<file path="src/rtl/key_event_decoder.sv">
// key_event_decoder
//   Conditions the DE2-115 push buttons (active-low, bouncy) for the counter /
//   7-segment path. Each key is synchronised, debounced, and turned into
//   one-cycle press / release / auto-repeat pulses plus a clean pressed level.
// Ports
//   clk           system clock
//   rst_n         synchronous reset, active-low
//   key_n         raw asynchronous buttons, 0 = pressed
//   key_level     debounced pressed level, 1 = pressed
//   press_pulse   1-cycle pulse on accepted press
//   release_pulse 1-cycle pulse on accepted release
//   repeat_pulse  1-cycle pulse per auto-repeat tick while held

// Single key channel: 2-flop synchroniser, debounce FSM, repeat timer.
module key_event_chan #(
   parameter int   DEBOUNCE_CYCLES = 1_000_000,
   parameter int   REPEAT_DELAY    = 25_000_000,
   parameter int   REPEAT_PERIOD   = 5_000_000,
   parameter bit   REPEAT_EN       = 1'b0,
   parameter int   CW              = 25
) (
   input  logic clk,
   input  logic rst_n,
   input  logic key_n,
   output logic key_level,
   output logic press_pulse,
   output logic release_pulse,
   output logic repeat_pulse
);

   typedef enum logic [1:0] {IDLE, PRESS_WAIT, HELD, RELEASE_WAIT} state_t;

   localparam logic [CW-1:0] DB_LAST  = CW'(DEBOUNCE_CYCLES - 1);
   localparam logic [CW-1:0] DLY_LAST = CW'(REPEAT_DELAY - 1);
   localparam logic [CW-1:0] PER_LAST = CW'(REPEAT_PERIOD - 1);

   state_t        state_q, state_d;
   logic [1:0]    sync_q, sync_d;
   logic [CW-1:0] cnt_q, cnt_d;
   logic [CW-1:0] rpt_cnt_q, rpt_cnt_d;
   logic          rpt_phase_q, rpt_phase_d;   // 0: waiting first delay, 1: periodic
   logic          level_q, level_d;
   logic          press_q, press_d;
   logic          release_q, release_d;
   logic          repeat_q, repeat_d;
   logic          s;
   logic [CW-1:0] rpt_tgt;

   // Synchroniser holds raw key_n polarity, so reset value 1 means released.
   assign s       = ~sync_q[1];
   assign sync_d  = {sync_q[0], key_n};
   assign rpt_tgt = rpt_phase_q ? PER_LAST : DLY_LAST;

   always_comb begin
      state_d     = state_q;
      cnt_d       = cnt_q;
      rpt_cnt_d   = rpt_cnt_q;
      rpt_phase_d = rpt_phase_q;
      level_d     = level_q;
      press_d     = 1'b0;
      release_d   = 1'b0;
      repeat_d    = 1'b0;

      // Repeat timer runs while held (including the release debounce window);
      // the release branch below overrides it so release wins.
      if (REPEAT_EN && (state_q == HELD || state_q == RELEASE_WAIT)) begin
         if (rpt_cnt_q == rpt_tgt) begin
            repeat_d    = 1'b1;
            rpt_cnt_d   = '0;
            rpt_phase_d = 1'b1;
         end else begin
            rpt_cnt_d = rpt_cnt_q + 1'b1;
         end
      end

      case (state_q)
         IDLE: begin
            if (s) begin
               state_d = PRESS_WAIT;
               cnt_d   = CW'(1);
            end
         end
         PRESS_WAIT: begin
            if (!s) begin
               state_d = IDLE;
               cnt_d   = '0;
            end else if (cnt_q == DB_LAST) begin
               state_d     = HELD;
               cnt_d       = '0;
               level_d     = 1'b1;
               press_d     = 1'b1;
               rpt_cnt_d   = '0;
               rpt_phase_d = 1'b0;
            end else begin
               cnt_d = cnt_q + 1'b1;
            end
         end
         HELD: begin
            if (!s) begin
               state_d = RELEASE_WAIT;
               cnt_d   = CW'(1);
            end
         end
         RELEASE_WAIT: begin
            if (s) begin
               state_d = HELD;
               cnt_d   = '0;
            end else if (cnt_q == DB_LAST) begin
               state_d     = IDLE;
               cnt_d       = '0;
               level_d     = 1'b0;
               release_d   = 1'b1;
               repeat_d    = 1'b0;
               rpt_cnt_d   = '0;
               rpt_phase_d = 1'b0;
            end else begin
               cnt_d = cnt_q + 1'b1;
            end
         end
         default: state_d = IDLE;
      endcase
   end

   always_ff @(posedge clk) begin
      if (!rst_n) begin
         state_q     <= IDLE;
         sync_q      <= 2'b11;
         cnt_q       <= '0;
         rpt_cnt_q   <= '0;
         rpt_phase_q <= 1'b0;
         level_q     <= 1'b0;
         press_q     <= 1'b0;
         release_q   <= 1'b0;
         repeat_q    <= 1'b0;
      end else begin
         state_q     <= state_d;
         sync_q      <= sync_d;
         cnt_q       <= cnt_d;
         rpt_cnt_q   <= rpt_cnt_d;
         rpt_phase_q <= rpt_phase_d;
         level_q     <= level_d;
         press_q     <= press_d;
         release_q   <= release_d;
         repeat_q    <= repeat_d;
      end
   end

   assign key_level     = level_q;
   assign press_pulse   = press_q;
   assign release_pulse = release_q;
   assign repeat_pulse  = repeat_q;

endmodule

module key_event_decoder #(
   parameter int                  NUM_KEYS        = 4,
   parameter int                  DEBOUNCE_CYCLES = 1_000_000,
   parameter int                  REPEAT_DELAY    = 25_000_000,
   parameter int                  REPEAT_PERIOD   = 5_000_000,
   parameter logic [NUM_KEYS-1:0] REPEAT_MASK     = 4'b0110
) (
   input  logic                clk,
   input  logic                rst_n,
   input  logic [NUM_KEYS-1:0] key_n,
   output logic [NUM_KEYS-1:0] key_level,
   output logic [NUM_KEYS-1:0] press_pulse,
   output logic [NUM_KEYS-1:0] release_pulse,
   output logic [NUM_KEYS-1:0] repeat_pulse
);

   localparam int MAX_DR = (DEBOUNCE_CYCLES > REPEAT_DELAY) ? DEBOUNCE_CYCLES : REPEAT_DELAY;
   localparam int MAX_C  = (MAX_DR > REPEAT_PERIOD) ? MAX_DR : REPEAT_PERIOD;
   localparam int CW     = $clog2(MAX_C + 1);

   for (genvar k = 0; k < NUM_KEYS; k++) begin : g_key
      key_event_chan #(
         .DEBOUNCE_CYCLES (DEBOUNCE_CYCLES),
         .REPEAT_DELAY    (REPEAT_DELAY),
         .REPEAT_PERIOD   (REPEAT_PERIOD),
         .REPEAT_EN       (REPEAT_MASK[k]),
         .CW              (CW)
      ) u_chan (
         .clk           (clk),
         .rst_n         (rst_n),
         .key_n         (key_n[k]),
         .key_level     (key_level[k]),
         .press_pulse   (press_pulse[k]),
         .release_pulse (release_pulse[k]),
         .repeat_pulse  (repeat_pulse[k])
      );
   end

endmodule
</file>
<file path="config.mk">
export PLATFORM = sky130hd
export DESIGN_NAME = key_event_decoder
export DESIGN_NICKNAME = d
export VERILOG_FILES = /design/src/rtl/key_event_decoder.sv
export SDC_FILE = /design/constraint.sdc
export NUM_CORES = 1
export LEC_CHECK = 0
export ABC_AREA = 0
export CAP_MARGIN = 10
export CORE_ASPECT_RATIO = 1.2
export CORE_UTILIZATION = 35
export DETAILED_ROUTE_END_ITERATION = 16
export GPL_TIMING_DRIVEN = 0
export PLACE_DENSITY_LB_ADDON = 0.15
export SYNTH_ARGS = -nofsm -noshare
export SYNTH_HDL_FRONTEND = slang
export SYNTH_SLANG_ARGS = --single-unit
</file>
<file path="constraint.sdc">
create_clock -name clk -period 2.85 [get_ports clk]
set_clock_uncertainty 0.15 [all_clocks]
set_input_delay 0.57 -clock clk [delete_from_list [all_inputs] [get_ports clk]]
set_output_delay 0.57 -clock clk [all_outputs]
set_load 0.005 [all_outputs]
</file>
Word level (Yosys, flattened, before mapping)
Cells that the tools add are included.
- reductions and logical operators: 30
- equality and inequality tests: 50
- muxes and demuxes: 112
- bitwise logic cells: 5
- $add $sub $neg: 6
- operator list (operator ; number):
    $mux W25 ; 32
    $pmux W25 S4 ; 4
    $add A25 B1 Y25 const B ; 6
    $eq A25 B20 Y1 const B ; 4
    $pmux W25 S2 ; 2
    $eq A25 B25 Y1 ; 2
    $mux W2 ; 24
    $mux W1 ; 40
    $pmux W2 S4 ; 4
    $ne A2 B1 Y1 const B ; 14
    $ne A2 B2 Y1 const B ; 10
    $reduce_and A5 Y1 ; 4
    $eq A2 B2 Y1 const B ; 8
    $reduce_and A4 Y1 ; 4
    $ne A3 B1 Y1 const B ; 4
    $ne A3 B3 Y1 const B ; 4
    $pmux W1 S2 ; 6
    $reduce_and A3 Y1 ; 4
    $reduce_or A3 Y1 ; 4
    $eq A2 B1 Y1 const B ; 4
    $logic_not A2 Y1 ; 4
    $reduce_and A2 Y1 ; 4
    $reduce_bool A2 Y1 ; 4
    $not A1 Y1 ; 5
    $logic_or A1 B1 Y1 ; 2
- input port bits: 6
- flip-flop bits (word level): 182
- output and inout port bits: 16
- word-level logic and storage cells: 233

Longest topological paths before layout
- word-level depth: 7
- gate-level depth with buffers: 8
- depth with buffers taken out: 6

Hierarchy
Synthesis repeated with hierarchy kept, for this count alone.
- cell total of the unflattened synthesis: 1086
- area total of the unflattened synthesis: 9127.5 um^2
- modules (own cells, without submodules) (module ; sequential area each (um^2) ; times used ; cells an instance ; area an instance (um^2)):
    key_event_chan at g_key[1].u_chan ; 1181.1 ; 1 ; 354 ; 2975.4
    key_event_chan at g_key[2].u_chan ; 1181.1 ; 1 ; 339 ; 2856.5
    key_event_chan at g_key[3].u_chan ; 640.6 ; 1 ; 195 ; 1657.8
    key_event_chan at g_key[0].u_chan ; 640.6 ; 1 ; 198 ; 1637.8

Worst setup path after synthesis
Ideal clock, no wire load.
- path kind: reg2reg
- start point: register g_key[2].u_chan.cnt_q[0]
- end point: register g_key[2].u_chan.cnt_q[13]
- buffers on the path: 1
- setup slack: 746 ps
- data required time: 2578 ps
- stages on the path, launching flop included: 7
- library setup time: 122 ps
- arrival time: 1832 ps
- period minus slack after synthesis: 2104 ps
- cell sequence: dfxtp_1 ha_1 nand4_1 or3_1 o21a_1 clkbuf_1 a221o_1
- word-level cells in the longest chain between the ends: 4
- elaborated cells on any way between the ends: 6
- those cells by class: 1 x add/sub; 1 x eq/ne; 4 x mux
- ends and longest elaborated chain (element ; RTL line ; RTL):
    from (decl) ; 39 ; logic [CW-1:0] cnt_q, cnt_d;
    from (signal assigned) ; 138 ; cnt_q <= cnt_d;
    $add A25 B1 Y25 / $eq A25 B20 Y1 (equally long branches) ; -- ;
    $mux W25 * ; 87, 108 ;
    $mux W25, on equally long branches ; 105, 84 ;
    $pmux W25 S4 * ; 76 ; case (state_q)
Every way passes the cells marked *; elsewhere a longest branch is shown, timed or not.
A chain may end at the register's enable or synchronous reset.

Worst setup path after layout
- start point: register g_key[3].u_chan.cnt_q[0]
- end point: register g_key[3].u_chan.cnt_q[22]
- word-level cells in the longest chain between the ends: 4
- elaborated cells on any way between the ends: 6
- those cells by class: 1 x add/sub; 1 x eq/ne; 4 x mux
- ends and longest elaborated chain (element ; RTL line):
    from (decl) ; 39
    from (signal assigned) ; 138
    $add A25 B1 Y25 / $eq A25 B20 Y1 (equally long branches) ; --
    $mux W25 * ; 87, 108
    $mux W25, on equally long branches ; 105, 84
    $pmux W25 S4 * ; 76
Marked as above.

==> results.env <==
REPORT.FINAL.SETUP_VIOL=0
SLEW_HEADROOM_PCT=32.9
SEQ_POWER_SHARE_PCT=48.0
PLACEMENT.IO_BUFFERS=18
DIE_WIDTH_UM=147
PLACE.GP.CONGESTION=0.797
VIAS_IN_THE_FIRST_GLOBAL_ROUTE=7127
DIODES=0
PWR-SHARE-COMB_PCT=3.1
REGTOREGSETUPSLACK_PS=260
IRDROPWORSTVDD_V=0.000364
ENDPOINT_KIND='flip-flop'
ANTENNA_FOUND_INITIAL=0
SYNTH_SEQ_AREA_SHARE_PCT=41.1
TOTAL_HALF_PERIMETER_WIRELENGTH_AFTER_LEGALIZATION_AND_DETAILED_PLACEMENT_MM=14.9
DETAIL_ROUTE.WL_PER_CELL_UM=14.6
DRT-INITIAL-DRC-COUNT=383
SETUP_WS_PS=257
GRT_SETUP_UNREPAIRED='false'
NFILLCELLS=2552
P_INT_mW=4.23
CRITPATHREQUIREDTIME_PS=3050
YOSYS.CELL_TYPES.COUNT=67
POWER_DENSITY_nW_PER_UM2=530
SYNTH_EDF_COUNT=0
MAPPEDNETLISTAREA_UM2=8870
POWER.SWITCHING_FRACTION_PCT=21.1
DESIGN.PORTCOUNT=22
CTS.PATH.MAX_BUFFERS=2
GRT_START_MAX_NET_PINS=17
MOST_COMMON_CELL_AFTER_LAYOUT_FILL_AND_TAPS_ASIDE='dfxtp_1'
WORSTHOLDENDPOINT='g_key[2].u_chan.sync_q[1]'
SYN-MEAN-INSTANCE-AREA_UM2=8.29
DIE_Y_UM=176
FF2FF_PATH_DEPTH=7
YS_SEQ_ELEMENTS=182
YOSYSTOPAREACELLSHARE_PCT=41.1
CTS.HTREE.LEVELS=4
TOTAL_TRACK_USAGE_PCT=17.0
MIN_PATH_TYPE='flip-flop to flip-flop'
GR-TOTAL-OVERFLOW=0
INITIAL_CORE_UTILIZATION_PCT=35.7
CLKLATENCYLATEPIN_PS=430
WORST_HOLD_STARTPOINT='g_key[2].u_chan.sync_q[0]'
SYNTHCELLS=1071
FIRSTDRTPASSITERS=5
CRIT_PATH_MAX_FANOUT=10
MAX_CAP_VIOLATION_COUNT=0
CTS_TREE='built'
SWITCHINGPOWER_mW=1.13
VIAS_PER_CELL=5.28
POST_LAYOUT_NONFILLER_INSTANCES=1448
DETAILROUTE.VIA_COUNT=7649
FMAX_MHz=386
CTS.SINK_COUNT=182
GRT_PASS1_WL_MM=35.7
CTS-BUFFERS-INSERTED=17
HOLD_DEPTH=1
FINAL_COUNT_OF_HOLD_TIMING_VIOLATIONS=0
POST-ROUTE-PERIOD-UTIL_PCT=91.0
PERIOD_NEEDED_PS=2590
PWR-SHARE-CLK_PCT=48.9
DETAIL_ROUTE.DRC_VIOLATIONS=0
ROUTED_WL_MM=21.1
POSTSYNTH.ASYNCRESETSHARE_PCT=0
NUMBER_OF_NETS_IN_THE_FINISHED_DESIGN=1122
P_LEAK_nW=3.44
CTS.ROOT.BUFFER_CELL='clkbuf_16'
SYNTH_AREA_LEADERS='dfxtp_1 (41%), nand2_1 (4.4%), nor2_1 (4.2%)'
POST_CTS.RESIZED_INSTANCES=0
FP.DIEAREA_UM2=26000
SYNTHESIS.YOSYS.WARNINGS=0
PLACEMENTROWS=63
CRITICALPATHCATEGORY='flip-flop to flip-flop'
WORSTMARGINPINSLEW_PS=982
WORSTREG2REGEND='g_key[3].u_chan.cnt_q[22]'
FINAL-MAX-SLEW-VIOLATION-COUNT=0
PLACED_CELLS_INCL_TAPS=1415
CP-START-KIND='flip-flop'
CRIT_ARRIVAL_PS=2800
SYNTHTOLAYOUTAREAGROWTH_PCT=14.1
PLACE_WORST_SETUP_SLACK_PS=-27.2
CLK_PIN_SLEW_PS=70
POST_CTS_BUFFERS=0
CORE_AREA_UM2=24800
POSTSYNTH.TOPFLOPCELL='dfxtp_1'
NETLIST.TOP_CELL.BY_AREA='dfxtp_1'
COMMONEST_CELLS_AFTER_ROUTING_FILL_AND_TAPS_ASIDE='dfxtp_1 (182), nand2_1 (103), nor2_1 (99)'
ANTENNA_VIOLATION_NET_COUNT_AFTER_DETAILED_ROUTING=0
DRIVE_ABOVE_1_SHARE_PCT=7.39
RR_STARTPOINT='g_key[3].u_chan.cnt_q[0]'
OUTCOME='completed'
CTS_HOLD_BUF=0
per-stage QoR:
stage	power, mW	util, %	setup TNS (ps)	hold slack (ps)	instance area, um2
3_3_place_gp	2.80	38.1	-42.6	241	9470
6_report	5.36	40.8	0	255	10100
3_5_place_dp	2.80	38.1	-116	241	9470
2_1_floorplan	2.74	-	0	236	8880
4_1_cts	5.45	40.8	0	256	10100
5_1_grt	5.56	40.8	0	282	10100
cells in the mapped netlist, types with 3 or more instances:
library cell and number:
and4_1 15, a21o_1 7, buf_1 4, o211ai_1 4, or4_1 5, nand3_1 63, ha_1 6, buf_4 19
a22oi_1 3, a22o_1 9, xor2_1 34, xnor2_1 35, nand4_1 44, nor4b_1 8, nand2_1 103, o31ai_1 3
o21bai_1 3, and3_1 33, a31oi_1 50, nor4_2 5, inv_1 29, o22ai_1 4, buf_2 8, nor2_1 99
o21ai_0 44, a41oi_1 5, dfxtp_1 182, nor4_1 28, nand2b_1 19, and2_1 11, mux2i_1 10, nor3_1 35
a21oi_1 56, clkbuf_1 27, or3_1 11, o211a_1 5
power groups by stage:
stage | logic (mW) | clock network [mW] | registers (mW)
2_1_floorplan | 0.107 | 0 | 2.63
5_1_grt | 0.185 | 2.80 | 2.58
6_report | 0.165 | 2.62 | 2.58
3_5_place_dp | 0.165 | 0 | 2.63
4_1_cts | 0.166 | 2.70 | 2.58
3_3_place_gp | 0.165 | 0 | 2.64
metal layers:
metal,share of wire (%),track usage (%)
met1,49,21.8
met2,47,28.4
met3,2.0,2.38
met4,2.1,6.96
met5,0,0
cell families after synthesis:
kind of cell	count (synthesis)	synth area share (%)
adders and majority gates	6	0.846
buffers and inverters	90	4.91
AOI/OAI and AO/OA	213	15.1
xor gates and xnor gates	70	6.99
other	1	0.0423
DFF	182	41.1
muxes	11	1.25
and+or+nand+nor	498	29.8
area by class of cell:
cell class	instances	area, um2	area share (%)
Multi-Input combinational cell	800	4800	47.4
Sequential cell	182	3640	36.0
Clock buffer	20	457	4.51
Tap cell	325	407	4.02
Buffer	61	327	3.22
Clock inverter	12	199	1.96
Timing Repair Buffer	19	185	1.83
Inverter	29	109	1.07
registers in the layout, summed over array words and instances (netlist names), named ones only:
signal / cells
g_key.u_chan.cnt_q: 100
g_key.u_chan.key_level: 4
g_key.u_chan.press_pulse: 4
g_key.u_chan.release_pulse: 4
g_key.u_chan.repeat_pulse: 2
g_key.u_chan.rpt_cnt_q: 50
g_key.u_chan.rpt_phase_q: 2
g_key.u_chan.state_q: 4
g_key.u_chan.sync_q: 8
how the worst max path moves through the flow:
| stage | startpoint | to | depth (start not counted) |
|---|---|---|---|
| after floorplan | g_key[2].u_chan.cnt_q[0] | g_key[2].u_chan.cnt_q[13] | 6 |
| after global placement | rst_n | g_key[0].u_chan.cnt_q[15] | 6 |
| after detailed placement | rst_n | g_key[0].u_chan.cnt_q[5] | 6 |
| after CTS | g_key[3].u_chan.cnt_q[0] | g_key[3].u_chan.cnt_q[22] | 7 |
| after global routing | g_key[3].u_chan.cnt_q[0] | g_key[3].u_chan.cnt_q[19] | 7 |
| final | g_key[3].u_chan.cnt_q[0] | g_key[3].u_chan.cnt_q[22] | 7 |
worst max-delay path, cell delays in order, from the launching register on:
cell      delay [ps]
dfxtp_1          360
ha_1             250
nand3_1          290
nor3_1           180
a211oi_2         640
buf_2            350
o21ai_0          130
a31oi_1          160
Note: power is estimated with default switching activity, not from simulation.
